--- src/rtl/trng_pkg.sv ---
// Shared types and constants for the TRNG collector.
package trng_pkg;

    typedef enum logic [1:0] {
        StIdle,
        StWarmup,
        StCollect,
        StStall
    } collector_state_t;

    localparam int unsigned DefWordWidth = 32;
    localparam int unsigned DefFifoDepth = 4;
    localparam int unsigned DefSampleDiv = 4;
    localparam int unsigned DefWarmup    = 16;
    localparam int unsigned DefRepLimit  = 8;

    // Von Neumann pair {first, second} -> emitted bit
    localparam logic [1:0] PairEmitZero = 2'b01;
    localparam logic [1:0] PairEmitOne  = 2'b10;

endpackage

--- src/rtl/trng_word_fifo.sv ---
// Small synchronous word FIFO; a push into a full FIFO is accepted only alongside a pop.
module trng_word_fifo #(
    parameter int unsigned WIDTH = 32,
    parameter int unsigned DEPTH = 4
) (
    input  logic                     clk_i,
    input  logic                     rst_i,
    input  logic                     push_i,
    input  logic [WIDTH-1:0]         wdata_i,
    input  logic                     pop_i,
    output logic [WIDTH-1:0]         rdata_o,
    output logic                     full_o,
    output logic                     empty_o,
    output logic [$clog2(DEPTH):0]   count_o
);

    localparam int unsigned PtrW = $clog2(DEPTH);

    logic [WIDTH-1:0]  mem_q [DEPTH];
    logic [PtrW-1:0]   wptr_q, rptr_q;
    logic [PtrW:0]     count_q;
    logic              do_push, do_pop;

    assign empty_o = (count_q == '0);
    assign full_o  = (count_q == (PtrW+1)'(DEPTH));
    assign do_pop  = pop_i && !empty_o;
    assign do_push = push_i && (!full_o || do_pop);
    assign count_o = count_q;
    assign rdata_o = empty_o ? '0 : mem_q[rptr_q];

    always_ff @(posedge clk_i) begin
        if (do_push) begin
            mem_q[wptr_q] <= wdata_i;
        end
    end

    always_ff @(posedge clk_i) begin
        if (rst_i) begin
            wptr_q  <= '0;
            rptr_q  <= '0;
            count_q <= '0;
        end else begin
            if (do_push) wptr_q <= wptr_q + PtrW'(1);
            if (do_pop)  rptr_q <= rptr_q + PtrW'(1);
            unique case ({do_push, do_pop})
                2'b10:   count_q <= count_q + (PtrW+1)'(1);
                2'b01:   count_q <= count_q - (PtrW+1)'(1);
                default: count_q <= count_q;
            endcase
        end
    end

endmodule

--- src/rtl/trng_collector.sv ---
// Samples the TRNG bit at a divided rate, von Neumann debiases, packs words into a FIFO
// and watches raw samples for stuck runs.
module trng_collector
    import trng_pkg::*;
#(
    parameter int unsigned WORD_WIDTH = DefWordWidth,
    parameter int unsigned FIFO_DEPTH = DefFifoDepth,
    parameter int unsigned SAMPLE_DIV = DefSampleDiv,
    parameter int unsigned WARMUP     = DefWarmup,
    parameter int unsigned REP_LIMIT  = DefRepLimit
) (
    input  logic                          clk,
    input  logic                          reset,
    input  logic                          enable,
    output logic                          trng_en,
    input  logic                          trng_in,
    output logic                          rd_valid,
    input  logic                          rd_ready,
    output logic [WORD_WIDTH-1:0]         rd_data,
    output logic [$clog2(FIFO_DEPTH):0]   fill_level,
    output logic                          health_fail
);

    localparam int unsigned DivW  = (SAMPLE_DIV > 1) ? $clog2(SAMPLE_DIV) : 1;
    localparam int unsigned WarmW = (WARMUP > 0) ? $clog2(WARMUP + 1) : 1;
    localparam int unsigned RunW  = $clog2(REP_LIMIT + 1);
    localparam int unsigned BitW  = $clog2(WORD_WIDTH + 1);

    collector_state_t        state_q, state_d;
    logic [DivW-1:0]         div_q, div_d;
    logic [WarmW-1:0]        warm_q, warm_d;
    logic                    pair_vld_q, pair_vld_d;
    logic                    pair_bit_q, pair_bit_d;
    logic [WORD_WIDTH-1:0]   word_q, word_d;
    logic [BitW-1:0]         bitcnt_q, bitcnt_d;
    logic                    prev_q, prev_d;
    logic [RunW-1:0]         run_q, run_d;
    logic                    fail_q, fail_d;

    logic                    tick, running;
    logic                    emit, emit_bit;
    logic [WORD_WIDTH-1:0]   word_shift;
    logic [BitW-1:0]         bitcnt_inc;
    logic                    push, pop, push_ok;
    logic                    fifo_full, fifo_empty;

    assign running    = (state_q == StWarmup) || (state_q == StCollect);
    assign tick       = running && (div_q == DivW'(SAMPLE_DIV - 1));
    assign rd_valid   = !fifo_empty;
    assign pop        = rd_valid && rd_ready;
    assign push_ok    = !fifo_full || pop;
    assign word_shift = {word_q[WORD_WIDTH-2:0], emit_bit};
    assign bitcnt_inc = bitcnt_q + BitW'(1);
    assign health_fail = fail_q;

    always_comb begin
        emit     = 1'b0;
        emit_bit = 1'b0;
        if (pair_vld_q) begin
            case ({pair_bit_q, trng_in})
                PairEmitZero: emit = 1'b1;
                PairEmitOne: begin
                    emit     = 1'b1;
                    emit_bit = 1'b1;
                end
                default: ;
            endcase
        end
    end

    always_comb begin
        state_d    = state_q;
        div_d      = div_q;
        warm_d     = warm_q;
        pair_vld_d = pair_vld_q;
        pair_bit_d = pair_bit_q;
        word_d     = word_q;
        bitcnt_d   = bitcnt_q;
        prev_d     = prev_q;
        run_d      = run_q;
        fail_d     = fail_q;
        push       = 1'b0;
        trng_en    = 1'b0;

        if (running) begin
            div_d = tick ? '0 : div_q + DivW'(1);
        end

        unique case (state_q)
            StIdle: begin
                if (enable) begin
                    state_d = StWarmup;
                    div_d   = '0;
                    warm_d  = WarmW'(WARMUP);
                    run_d   = '0;
                    fail_d  = 1'b0;
                end
            end
            StWarmup: begin
                trng_en = 1'b1;
                if (warm_q == '0) begin
                    state_d = StCollect;
                end else if (tick) begin
                    warm_d = warm_q - WarmW'(1);
                    if (warm_q == WarmW'(1)) state_d = StCollect;
                end
            end
            StCollect: begin
                trng_en = 1'b1;
                if (tick) begin
                    pair_vld_d = !pair_vld_q;
                    pair_bit_d = trng_in;
                    if (emit) begin
                        if (bitcnt_inc == BitW'(WORD_WIDTH)) begin
                            if (push_ok) begin
                                push     = 1'b1;
                                word_d   = '0;
                                bitcnt_d = '0;
                            end else begin
                                state_d  = StStall;
                                word_d   = word_shift;
                                bitcnt_d = bitcnt_inc;
                            end
                        end else begin
                            word_d   = word_shift;
                            bitcnt_d = bitcnt_inc;
                        end
                    end
                end
            end
            StStall: begin
                trng_en = 1'b1;
                if (push_ok) begin
                    push       = 1'b1;
                    state_d    = StCollect;
                    word_d     = '0;
                    bitcnt_d   = '0;
                    pair_vld_d = 1'b0;
                end
            end
            default: state_d = StIdle;
        endcase

        // Repetition count runs on raw samples, before debiasing
        if (tick) begin
            prev_d = trng_in;
            if (run_q == '0 || trng_in != prev_q) begin
                run_d = RunW'(1);
            end else if (run_q != RunW'(REP_LIMIT)) begin
                run_d = run_q + RunW'(1);
            end
            if (run_d == RunW'(REP_LIMIT)) fail_d = 1'b1;
        end

        if (!enable) begin
            state_d    = StIdle;
            push       = 1'b0;
            div_d      = '0;
            warm_d     = '0;
            pair_vld_d = 1'b0;
            word_d     = '0;
            bitcnt_d   = '0;
            run_d      = '0;
            fail_d     = fail_q;
        end
    end

    always_ff @(posedge clk) begin
        if (reset) begin
            state_q    <= StIdle;
            div_q      <= '0;
            warm_q     <= '0;
            pair_vld_q <= 1'b0;
            pair_bit_q <= 1'b0;
            word_q     <= '0;
            bitcnt_q   <= '0;
            prev_q     <= 1'b0;
            run_q      <= '0;
            fail_q     <= 1'b0;
        end else begin
            state_q    <= state_d;
            div_q      <= div_d;
            warm_q     <= warm_d;
            pair_vld_q <= pair_vld_d;
            pair_bit_q <= pair_bit_d;
            word_q     <= word_d;
            bitcnt_q   <= bitcnt_d;
            prev_q     <= prev_d;
            run_q      <= run_d;
            fail_q     <= fail_d;
        end
    end

    trng_word_fifo #(
        .WIDTH (WORD_WIDTH),
        .DEPTH (FIFO_DEPTH)
    ) u_fifo (
        .clk_i   (clk),
        .rst_i   (reset),
        .push_i  (push),
        .wdata_i (word_d == '0 && state_q == StStall ? word_q : word_shift),
        .pop_i   (pop),
        .rdata_o (rd_data),
        .full_o  (fifo_full),
        .empty_o (fifo_empty),
        .count_o (fill_level)
    );

endmodule

--- config.mk ---
export PLATFORM = sky130hd
export DESIGN_NAME = trng_collector
export DESIGN_NICKNAME = d
export VERILOG_FILES = /design/src/rtl/trng_pkg.sv /design/src/rtl/trng_word_fifo.sv /design/src/rtl/trng_collector.sv
export SDC_FILE = /design/constraint.sdc
export NUM_CORES = 1
export LEC_CHECK = 0
export CORE_MARGIN = 2
export CORE_UTILIZATION = 64
export DETAILED_ROUTE_END_ITERATION = 10
export MAX_ROUTING_LAYER = met4
export PLACE_DENSITY = 0.93
export SKIP_LAST_GASP = 1
export SLEW_MARGIN = 15
export SYNTH_ARGS = -nofsm -noshare
export SYNTH_HDL_FRONTEND = slang
export SYNTH_SLANG_ARGS = --single-unit
--- constraint.sdc ---
create_clock -name clk -period 4.3 [get_ports clk]
set_clock_uncertainty 0.15 [all_clocks]
set_input_delay 0.86 -clock clk [delete_from_list [all_inputs] [get_ports clk]]
set_output_delay 0.86 -clock clk [all_outputs]
set_load 0.005 [all_outputs]
==> results of run 1 <==
## worst max-delay path: cells and delay by family, from the launching register on
family                 cells  cell delay, ns
muxes                      1            0.55
DFF                        1            0.72
buffers and inverters      2            0.72
and+or+nand+nor            1            0.18
## worst max path at each step
stage,end,slack [ns],from
after CTS,rd_data[17],0.62,flop
after floorplan,u_fifo.mem_q[0][0],1.04,trng_in
after detailed placement,u_fifo.count_o[2],0.48,trng_in
after global routing,rd_data[17],0.54,flop
after global placement,u_fifo.count_o[2],0.61,trng_in
final,rd_data[17],0.68,flop
## placed cells by master (no fill, tap or decap), types with 7 or more instances in the layout
cell type | synthesis | final
mux2_1 | 9 | 9
nor2_1 | 64 | 64
a21oi_1 | 18 | 18
inv_1 | 21 | 21
mux4_2 | 32 | 32
nor3_1 | 10 | 10
ha_1 | 19 | 19
clkbuf_16 | 0 | 17
xor2_1 | 7 | 7
clkdlybuf4s50_1 | 0 | 42
a22oi_1 | 33 | 33
buf_4 | 0 | 11
edfxtp_1 | 128 | 128
and2_1 | 38 | 38
dfxtp_1 | 64 | 63
mux2_4 | 20 | 20
nand2_1 | 25 | 25
## stage by stage
step                      total power [mW]  instances  hold slack [ns]  instance area [sq um]
after floorplan                       2.05        594            0.290                   8370
after global placement                2.07        790            0.295                   8980
after detailed placement              2.08        790            0.302                   8980
after CTS                             3.74        821            0.314                   9620
after global routing                  3.81        821            0.343                   9620
final                                 3.72        821            0.312                   9620
## sequential cells by signal (all words and copies together) (netlist names), 2 cells and up, named ones only
signal and count:
warm_q 5, u_fifo.mem_q 128, u_fifo.count_o 3, bitcnt_q 6, div_q 2, u_fifo.rptr_q 2, state_q 2, run_q 3
word_q 32, u_fifo.wptr_q 2
## layout make-up
class	instances	area [sq um]
inverter	21	78.8
fill	722	3050
multi-input combinational	350	3020
sequential	192	5130
clock inverter	10	186
tap	172	215
clock buffer	21	450
timing repair buffer	55	543
## logic make-up (layout without fill, tap and decap cells)
group	count (synthesis)	in the layout	synth area share (%)
AO/OA/AOI/OAI	75	75	6.64
adder cells (fa/ha/maj)	20	20	3.08
XOR/XNOR	13	13	1.36
multiplexers	70	70	14.6
flip-flops	192	192	61.3
AND/OR/NAND/NOR	172	172	10.5
buffers and inverters	52	107	2.65
## power groups by stage
stage | sequential, mW | clock [mW] | combinational, mW
after floorplan | 1.99 | 0 | 0.0585
after global routing | 1.95 | 1.77 | 0.0929
final | 1.95 | 1.68 | 0.0860
after CTS | 1.95 | 1.70 | 0.0849
after detailed placement | 1.99 | 0 | 0.0839
after global placement | 1.99 | 0 | 0.0799
## layer usage
metal	global-route usage, %	vias to the layer above	share of wire [%]
met1	30.9	2598	38
met5	-	-	0
li1	-	2313	-
met3	4.68	44	6.1
met4	12.6	0	3.2
met2	45.9	249	53
==> out/summary.txt, run 1 <==
========================================================================================
Tightest slew margin relative to the limit ................................        29.1%
Clock tree from TritonCTS .................................................          yes
Status .................................................................... finished, final reports clean
Largest cells by area after synthesis ..................................... edfxtp_1, dfxtp_1, mux4_2
Most frequent cells after synthesis ....................................... edfxtp_1, dfxtp_1, nor2_1
CP Launch Type ............................................................         flop
Count of flip-flops with a built-in enable after synthesis ................          128
Clk sinks .................................................................          192
Seq/Total Area, Yosys .....................................................        61.3%
Number of hold buffers added after cts ....................................            0
Synth Cell Area ........................................................... 0.00837 sq mm
Synthesized instance count ................................................          594
Worst setup slack before clock tree synthesis .............................     0.485 ns
Hold path start ...........................................................  health_fail
Via count of the routed design ............................................         5204
Number of global-route vias before repair .................................         5368
Part of the power in registers ............................................        52.5%
Area enclosed by the die boundary ......................................... 0.0140 sq mm
Skew-Pair Late Insertion Delay ............................................      0.43 ns
Floorplan core area ....................................................... 0.0127 sq mm
Number of max-cap violations ..............................................            0
Sink of the worst hold path ...............................................  health_fail
DRC viols .................................................................            0
Global-route usage over all layers ........................................        26.8%
Routed wire per std cell .................................................. 21.2 microns
Worst setup EP type .......................................................   output pin
Final setup vio count .....................................................            0
Net switching component of the power ......................................     0.695 mW
Internal power ............................................................      3.02 mW
Number of warning messages in the yosys log ...............................            0
Buffers added on ports ....................................................           42
Unrepaired setup endpoints after global routing ...........................           no
Clock network power share .................................................        45.2%
Syn avg cell area .........................................................   14.1 sq um
Share of total power consumed by net switching ............................        18.7%
Number of DRC markers in iteration 0 ......................................          543
Biggest area consumer among synthesized cells .............................     edfxtp_1
Count of cells resized by post-cts repair .................................            0
Number of cells traversed by the worst hold path ..........................            2
Slowest stage cell, crit path .............................................      dfxtp_2
Pins over their slew limit ................................................            0
Leak pwr ..................................................................      3.40 nW
Reg-to-reg critical path endpoint ......................................... u_fifo.count_o[2]
Fraction of final layout cells sized beyond drive strength 1 ..............        16.2%
Number of search-and-repair iterations in the first detailed-routing pass .            6
Global-route wire length before repair .................................... 27900 microns
CTS H-Tree Depth ..........................................................            4
CP cell instances ......................................................... buf_12, mux4_2, and2_1, clkdlybuf4s50_1
Power per Cell Area .......................................................  387 mW/mm^2
Antenna Nets Post-Route ...................................................            0
Nets ......................................................................          662
Number of CTS-inserted buffers ............................................           17
Maximum clock rate ........................................................    0.276 GHz
Number of storage elements in the synthesis netlist .......................          192
Fraction of post-synthesis cell area in the top cell type by area .........        45.9%
Largest vdd supply drop ...................................................     0.279 mV
Total inserted antenna cells ..............................................            0
Most instantiated flip-flop cell in the synthesis netlist .................     edfxtp_1
Crit path time final ......................................................      3.62 ns
Required time reported for the critical path endpoint .....................      3.29 ns
Clock-pin slew on the worst setup and hold paths ..........................      0.06 ns
Total routed wirelength ................................................... 17400 microns
Number of setup buffers added after CTS ...................................            0
Placer's final routability congestion estimate ............................        0.807
Maximum number of pins on one net before global-route repair ..............           35
Combinational fraction of design power ....................................         2.3%
Nets in the synthesized netlist ...........................................          619
Growth of design area from synthesis to finish ............................        15.0%
Asr flop ratio synth ......................................................           0%
Crit share post-route .....................................................        84.2%
Starting Density ..........................................................        66.0%
Class of the most critical setup path ..................................... flop to output pin
Rows ......................................................................           41
Count of different cell masters after synthesis ...........................           54
HPWL after detailed placement ............................................. 10200 microns
Final number of hold-violating endpoints ..................................            0
Root buf cell .............................................................    clkbuf_16
Critical register-to-register path startpoint ............................. u_fifo.count_o[0]
Worst path arrival time ...................................................      2.61 ns
Measured slew at the worst slew-check pin .................................      1.06 ns
Flop-to-flop setup slack ..................................................      1.14 ns
Count of pins on the block boundary .......................................           43
Biggest cell delay along the critical path ................................      0.72 ns
Chip width ................................................................  118 microns
Vertical extent of the die ................................................  118 microns
Remaining Overflow, GRT ...................................................            0
Deepest clock path buffer count ...........................................            2
Initial antenna violation count ...........................................            0
Total Negative Setup Slacks ...............................................         0 ns
Routed via count divided by cell count ....................................         6.34
Utilization after layout ..................................................        75.9%
Hold crit path type ....................................................... flop to flop
Worst Reg2Reg Path Length in Cells ........................................            8
Crit-path max FO ..........................................................           18
Slack of the critical path ................................................     0.677 ns
Most common cell in the synthesized netlist ...............................     edfxtp_1
========================================================================================
Note: power is estimated with default switching activity, not from simulation.
==> inputs of run 2 (changes only) <==
--- a/config.mk
+++ b/config.mk
@@ -6,10 +6,10 @@
 export NUM_CORES = 1
 export LEC_CHECK = 0
 export CORE_MARGIN = 2
-export CORE_UTILIZATION = 64
+export CORE_UTILIZATION = 54
 export DETAILED_ROUTE_END_ITERATION = 10
 export MAX_ROUTING_LAYER = met4
-export PLACE_DENSITY = 0.93
+export PLACE_DENSITY = 0.85
 export SKIP_LAST_GASP = 1
 export SLEW_MARGIN = 15
 export SYNTH_ARGS = -nofsm -noshare
==> constraint.sdc (replaced) <==
create_clock -name clk -period 3.29 [get_ports clk]
set_clock_uncertainty 0.15 [all_clocks]
set_input_delay 0.658 -clock clk [delete_from_list [all_inputs] [get_ports clk]]
set_output_delay 0.658 -clock clk [all_outputs]
set_load 0.005 [all_outputs]
==> run 2 against run 1 <==
Against the previous run:
- worst hold slack better by 0.0021 ns
- cell count rose by 2.9%
- flip-flop and latch count unchanged
- non-clock buffer count is 7 higher
- count of clock-buffer cells in the layout down 2
- sequential power up 31%
- core utilization down 12 points
- register-to-register slack worse by 0.78 ns
- combinational power is 36% higher
- first-iteration DRC count is 5.3% lower
- die area grew 18%
- largest cell class unchanged
- highest routed layer unchanged
==> out/summary.txt, run 2 (synthesis gave the netlist of run 1 again) <==
========================================================================================
Status .................................................................... finished, final reports clean
Number of search-and-repair iterations in the first detailed-routing pass .            5   -1
Routed wire per std cell .................................................. 19.8 microns   -6.6%
Number of flip-flops in the largest register ..............................          128   unchanged
Skew-Pair Late Insertion Delay ............................................      0.44 ns   about the same
Nets ......................................................................          669   +1.1%
Hold crit path type ....................................................... flop to flop
Count of cells resized by post-cts repair .................................            0   unchanged
Number of global-route vias before repair .................................         5146   -4.1%
Chip width ................................................................  128 microns   +8.6%
Placer's final routability congestion estimate ............................        0.793   -1.8%
Clock-pin slew on the worst setup and hold paths ..........................      0.06 ns   about the same
Floorplan core area ....................................................... 0.0151 sq mm   +20%
Largest vdd supply drop ...................................................     0.350 mV   +26%
Share of total power consumed by net switching ............................        19.2%   +0.55 points
Global-route usage over all layers ........................................        22.0%   -4.9 points
Total inserted antenna cells ..............................................            0   unchanged
Growth of design area from synthesis to finish ............................        16.3%
Clk sinks .................................................................          192   unchanged
Worst setup EP type .......................................................         flop
Post-route worst hold slack ...............................................     0.314 ns   +0.00210 ns
Final setup vio count .....................................................            0   unchanged
CP cell instances ......................................................... clkdlybuf4s50_1, inv_1, ha_1, and4b_1, nand2b_1, a221o_1, o311ai_2, nor2_4, buf_12, mux2_1
Total routed wirelength ................................................... 16700 microns   -3.8%
Starting Density ..........................................................        55.2%   -11 points
Number of CTS-inserted buffers ............................................           17   unchanged
Number of max-cap violations ..............................................            0   unchanged
Worst setup slack before clock tree synthesis .............................    -0.214 ns   -0.698 ns
CTS H-Tree Depth ..........................................................            4   unchanged
Worst path arrival time ...................................................      3.09 ns   +0.48 ns
Maximum number of pins on one net before global-route repair ..............           52   +49%
Leading cell type in the layout, fill and taps excluded ...................     edfxtp_1
Number of standard cells in the final layout excluding fillers ............          845   +2.9%
Crit share post-route .....................................................        93.6%
Leak pwr ..................................................................      3.44 nW   +1.4%
Crit path time final ......................................................      3.08 ns
Clock network power share .................................................        44.3%   -0.9 points
Part of the power in registers ............................................        53.2%   +0.7 points
Number of setup buffers added after CTS ...................................            0   unchanged
Initial antenna violation count ...........................................            0   unchanged
Internal power ............................................................      3.87 mW   +28%
Slack of the critical path ................................................     0.209 ns   -0.468 ns
Via count of the routed design ............................................         5106   -1.9%
Slowest stage cell, crit path ............................................. clkdlybuf4s50_1
Crit-path max FO ..........................................................           21   +3
Global-route wire length before repair .................................... 26700 microns   -4.3%
Required time reported for the critical path endpoint .....................      3.30 ns   about the same
Remaining Overflow, GRT ...................................................            0   unchanged
Antenna Nets Post-Route ...................................................            0   unchanged
Rows ......................................................................           45   +9.8%
Pins over their slew limit ................................................            0   unchanged
Root buf cell .............................................................    clkbuf_16
Vertical extent of the die ................................................  128 microns   +8.6%
Final number of hold-violating endpoints ..................................            0   unchanged
Instance count after placement with tap cells included ....................          813   +2.9%
Maximum clock rate ........................................................    0.325 GHz
Total Negative Setup Slacks ...............................................         0 ns   unchanged
Measured slew at the worst slew-check pin .................................     0.558 ns   -0.506 ns
Unrepaired setup endpoints after global routing ...........................           no
Number of DRC markers in iteration 0 ......................................          514   -5.3%
Clock tree from TritonCTS .................................................          yes
Tightest slew margin relative to the limit ................................        62.8%   +34 points
DRC viols .................................................................            0   unchanged
Flop-to-flop setup slack ..................................................      0.36 ns   -0.78 ns
Power per Cell Area .......................................................  492 mW/mm^2   +27%
Deepest clock path buffer count ...........................................            2   unchanged
Buffers added on ports ....................................................           42   unchanged
Class of the most critical setup path ..................................... input pin to flop
Register name with the most flops ......................................... u_fifo.mem_q
Net switching component of the power ......................................     0.921 mW   +33%
Area enclosed by the die boundary ......................................... 0.0165 sq mm   +18%
Biggest cell delay along the critical path ................................      0.48 ns   -0.24 ns
CP Launch Type ............................................................    input pin
Count of pins on the block boundary .......................................           43   unchanged
Routed via count divided by cell count ....................................         6.04   -4.7%
Fraction of final layout cells sized beyond drive strength 1 ..............        17.2%   +1.0 points
HPWL after detailed placement ............................................. 10100 microns   -1.5%
Largest regs .............................................................. u_fifo.mem_q x128, word_q x32, bitcnt_q x6
Number of hold buffers added after cts ....................................            0   unchanged
Combinational fraction of design power ....................................         2.4%   about the same
Commonest cells after routing, fill and taps aside ........................ edfxtp_1, nor2_1, dfxtp_1, clkdlybuf4s50_1, and2_1
========================================================================================
-- run 2: cell count changes in the layout (fill, tap and decap cells not counted), sizes merged --
cell,before,now
buf,13,20
bufinv,5,4
clkbuf,21,19
clkinv,3,8
clkinvlp,2,1
-- run 2: power groups by stage --
stage                     Sequential (mW)  Clock (mW)  Combinational, mW
after floorplan                      2.60           0             0.0765
final                                2.55        2.12              0.117
after global placement               2.60           0              0.110
after global routing                 2.55        2.21              0.129
after CTS                            2.55        2.15              0.117
after detailed placement             2.60           0              0.116
-- run 2: critical path, delay by kind of cell --
kind	cells	cell delay (ns)
multiplexers	1	0.40
adder cells (fa/ha/maj)	1	0.27
AO/OA/AOI/OAI	2	0.34
AND/OR/NAND/NOR	3	0.67
buffers and inverters	3	0.74
-- run 2: metal layers --
metal	track usage [%]	wire length, microns	vias up
li1	-	-	2330
met5	-	0	-
met1	26.1	6680	2553
met3	3.66	861	45
met2	36.4	8670	178
met4	11.3	531	0
-- run 2: through the flow --
| stage | util, % | power (mW) | instance area [sq um] |
|---|---|---|---|
| after CTS | 64.2 | 4.81 | 9730 |
| final | 64.2 | 4.79 | 9730 |
| after detailed placement | 60.2 | 2.72 | 9120 |
| after floorplan | - | 2.68 | 8370 |
| after global placement | 60.2 | 2.71 | 9120 |
| after global routing | 64.2 | 4.89 | 9730 |
-- run 2: worst paths after layout --
check             cells past startpoint                   to        start
setup / recovery                     10  u_fifo.mem_q[3][28]      trng_in
hold / removal                        2          health_fail  health_fail
setup reg to reg                      9  u_fifo.mem_q[3][28]   state_q[0]
hold reg to reg                       2          health_fail  health_fail
-- run 2: area by class of cell --
| class | count | area [sq um] |
|---|---|---|
| timing repair buffer | 62 | 658 |
| sequential | 192 | 5130 |
| multi-input combinational | 350 | 3020 |
| tap | 188 | 235 |
| inverter | 21 | 78.8 |
| fill | 998 | 5420 |
| clock buffer | 19 | 443 |
| clock inverter | 13 | 168 |
==> inputs of run 3 (changes only) <==
--- a/config.mk
+++ b/config.mk
@@ -6,10 +6,10 @@
 export NUM_CORES = 1
 export LEC_CHECK = 0
 export CORE_MARGIN = 2
-export CORE_UTILIZATION = 54
+export CORE_UTILIZATION = 60
 export DETAILED_ROUTE_END_ITERATION = 10
 export MAX_ROUTING_LAYER = met4
-export PLACE_DENSITY = 0.85
+export PLACE_DENSITY_LB_ADDON = 0.25
 export SKIP_LAST_GASP = 1
 export SLEW_MARGIN = 15
 export SYNTH_ARGS = -nofsm -noshare
==> constraint.sdc (replaced) <==
create_clock -name clk -period 3.15 [get_ports clk]
set_clock_uncertainty 0.15 [all_clocks]
set_input_delay 0.63 -clock clk [delete_from_list [all_inputs] [get_ports clk]]
set_output_delay 0.63 -clock clk [all_outputs]
set_load 0.005 [all_outputs]
==> run 3 against run 2 <==
Against the previous run:
- sequential share of layout area is 0.57 points lower
- critical path type unchanged
- via count down 1.8%
- sequential power is 4% higher
- flip-flop and latch count is the same
- worst setup slack lost 0.14 ns
- first-iteration DRC count shrank 7.0%
==> out/summary.txt, run 3 (synthesis gave the netlist of run 1 again) <==
========================================================================================
Status .................................................................... finished, final reports clean
Leading cell type in the layout, fill and taps excluded ...................     edfxtp_1
Critical register-to-register path startpoint .............................   state_q[0]
Hold crit path type ....................................................... flop to flop
Maximum clock rate ........................................................    0.324 GHz
Worst setup slack before clock tree synthesis .............................    -0.365 ns   -0.152 ns
Class of the most critical setup path ..................................... input pin to flop
Unrepaired setup endpoints after global routing ...........................          yes
Maximum number of pins on one net before global-route repair ..............           52   unchanged
Count of filler cells inserted in the layout ..............................          922   -7.6%
Leak pwr ..................................................................      3.48 nW   +1.1%
Number of standard cells in the final layout excluding fillers ............          844   -0.12%
Biggest cell delay along the critical path ................................      0.54 ns   +0.06 ns
Nets ......................................................................          676   +1.0%
Global-route wire length before repair .................................... 26000 microns   -2.7%
Remaining Overflow, GRT ...................................................            0   unchanged
Number of DRC markers in iteration 0 ......................................          478   -7.0%
Number of setup buffers added after CTS ...................................            0   unchanged
Routed wire per std cell .................................................. 19.3 microns   -2.8%
Antenna Nets Post-Route ...................................................            0   unchanged
CP Launch Type ............................................................    input pin
Worst setup EP type .......................................................         flop
Root buf cell .............................................................    clkbuf_16
Largest regs .............................................................. u_fifo.mem_q x128, word_q x32, bitcnt_q x6
Instance count after placement with tap cells included ....................          812   -0.12%
Crit share post-route .....................................................        97.9%
Buffers added on ports ....................................................           42   unchanged
Vertical extent of the die ................................................  122 microns   -5.0%
Number of search-and-repair iterations in the first detailed-routing pass .            6   +1
Number of max-cap violations ..............................................            0   unchanged
Measured slew at the worst slew-check pin .................................     0.552 ns   -0.00585 ns
Growth of design area from synthesis to finish ............................        17.6%
Clk sinks .................................................................          192   unchanged
Chip width ................................................................  122 microns   -5.0%
Rows ......................................................................           43   -4.4%
Power per Cell Area .......................................................  510 mW/mm^2   +3.6%
Via count of the routed design ............................................         5012   -1.8%
Skew-Pair Late Insertion Delay ............................................      0.43 ns   about the same
CTS H-Tree Depth ..........................................................            4   unchanged
Largest vdd supply drop ...................................................     0.326 mV   -6.9%
Slack of the critical path ................................................    0.0647 ns   -0.145 ns
Tightest slew margin relative to the limit ................................        62.9%   about the same
Starting Density ..........................................................        60.7%   +5.5 points
Fraction of final layout cells sized beyond drive strength 1 ..............        18.4%   +1.2 points
HPWL after detailed placement ............................................. 9870 microns   -2.0%
Power after layout ........................................................      5.01 mW   +4.7%
Initial antenna violation count ...........................................            0   unchanged
Placer's final routability congestion estimate ............................        0.813   +2.5%
Total routed wirelength ................................................... 16300 microns   -2.9%
Clock-pin slew on the worst setup and hold paths ..........................      0.06 ns   about the same
Worst path arrival time ...................................................      3.11 ns   +0.02 ns
CP cell instances ......................................................... clkdlybuf4s50_1, inv_1, ha_1, and4b_1, nand2_1, a31oi_4, o311a_1, nor2_4, buf_12, buf_12, mux2_4
Beginning of the critical path ............................................      trng_in
Required time reported for the critical path endpoint .....................      3.17 ns   -0.13 ns
Commonest cells after routing, fill and taps aside ........................ edfxtp_1, nor2_1, dfxtp_1, clkdlybuf4s50_1, and2_1
Floorplan core area ....................................................... 0.0138 sq mm   -9.1%
Pins over their slew limit ................................................            0   unchanged
Total inserted antenna cells ..............................................            0   unchanged
Global-route usage over all layers ........................................        24.2%   +2.2 points
Flop-to-flop setup slack ..................................................      0.23 ns   -0.13 ns
Number of CTS-inserted buffers ............................................           17   unchanged
Hold path start ...........................................................  health_fail
Final number of hold-violating endpoints ..................................            0   unchanged
Number of flip-flops in the largest register ..............................          128   unchanged
Cell seen most often among critical-path stages ...........................       buf_12
Register name with the most flops ......................................... u_fifo.mem_q
Area enclosed by the die boundary ......................................... 0.0149 sq mm   -9.7%
Crit-path max FO ..........................................................           12   -43%
Number of global-route vias before repair .................................         4999   -2.9%
Deepest clock path buffer count ...........................................            2   unchanged
Routed via count divided by cell count ....................................         5.94   -1.7%
Count of pins on the block boundary .......................................           43   unchanged
Crit path time final ......................................................      3.09 ns
Clock tree from TritonCTS .................................................          yes
DRC viols .................................................................            0   unchanged
Final setup vio count .....................................................            0   unchanged
Slowest stage cell, crit path ............................................. clkdlybuf4s50_1
========================================================================================
-- run 3: cell count changes in the layout (fill, tap and decap cells not counted), sizes merged --
cell      delta
clkinvlp     +3
inv          +2
clkinv       -3
buf          +7
clkbuf       -2
-- run 3: per-layer routing --
metal	vias to the layer above	track usage, %	routed length (microns)
met4	0	9.12	323
met3	24	4.78	553
li1	2349	-	-
met5	-	-	0
met2	119	39.8	8330
met1	2520	29.8	7050
-- run 3: final cells by class --
class / instances / area (sq um) / share of cell area [%]
clock buffer: 17 / 425 / 4.33
clock inverter: 15 / 191 / 1.95
inverter: 21 / 78.8 / 0.801
multi-input combinational: 350 / 3030 / 30.8
sequential: 192 / 5130 / 52.1
tap: 180 / 225 / 2.29
timing repair buffer: 69 / 761 / 7.73
-- run 3: power breakdown --
group          internal, mW  switching [mW]  leakage, nW  total, mW
logic                0.0505          0.0737         1.34      0.124
clock network          1.32           0.906        0.290       2.23
registers              2.66         0.00439         1.85       2.66
-- run 3: what timing repair did --
action                                  CTS  global route
endpoints found under the setup margin    0            17
hold buffers                              0             0
gates resized for setup                   0             1
-- run 3: worst paths after layout --
check / depth (start not counted) / to
max: 11 / u_fifo.mem_q[0][17]
min reg2reg: 2 / health_fail
min: 2 / health_fail
max reg2reg: 10 / u_fifo.mem_q[0][17]
-- run 3: metrics by stage --
step / setup TNS, ns / hold WS, ns / utilization, % / instance area (sq um)
CTS: 0 / 0.307 / 71.4 / 9830
global route: -1.25 / 0.335 / 71.4 / 9840
global placement: -39.43 / 0.293 / 66.9 / 9210
detailed placement: -52.87 / 0.296 / 66.9 / 9210
finish: 0 / 0.311 / 71.4 / 9840
floorplan: 0 / 0.290 / - / 8370
-- run 3: critical path, delay by kind of cell --
kind                       cells  cell delay, ns
AOI/OAI and AO/OA              2            0.45
muxes                          1            0.32
and+or+nand+nor                3            0.52
buffers and inverters          4            0.91
adders and majority gates      1            0.28
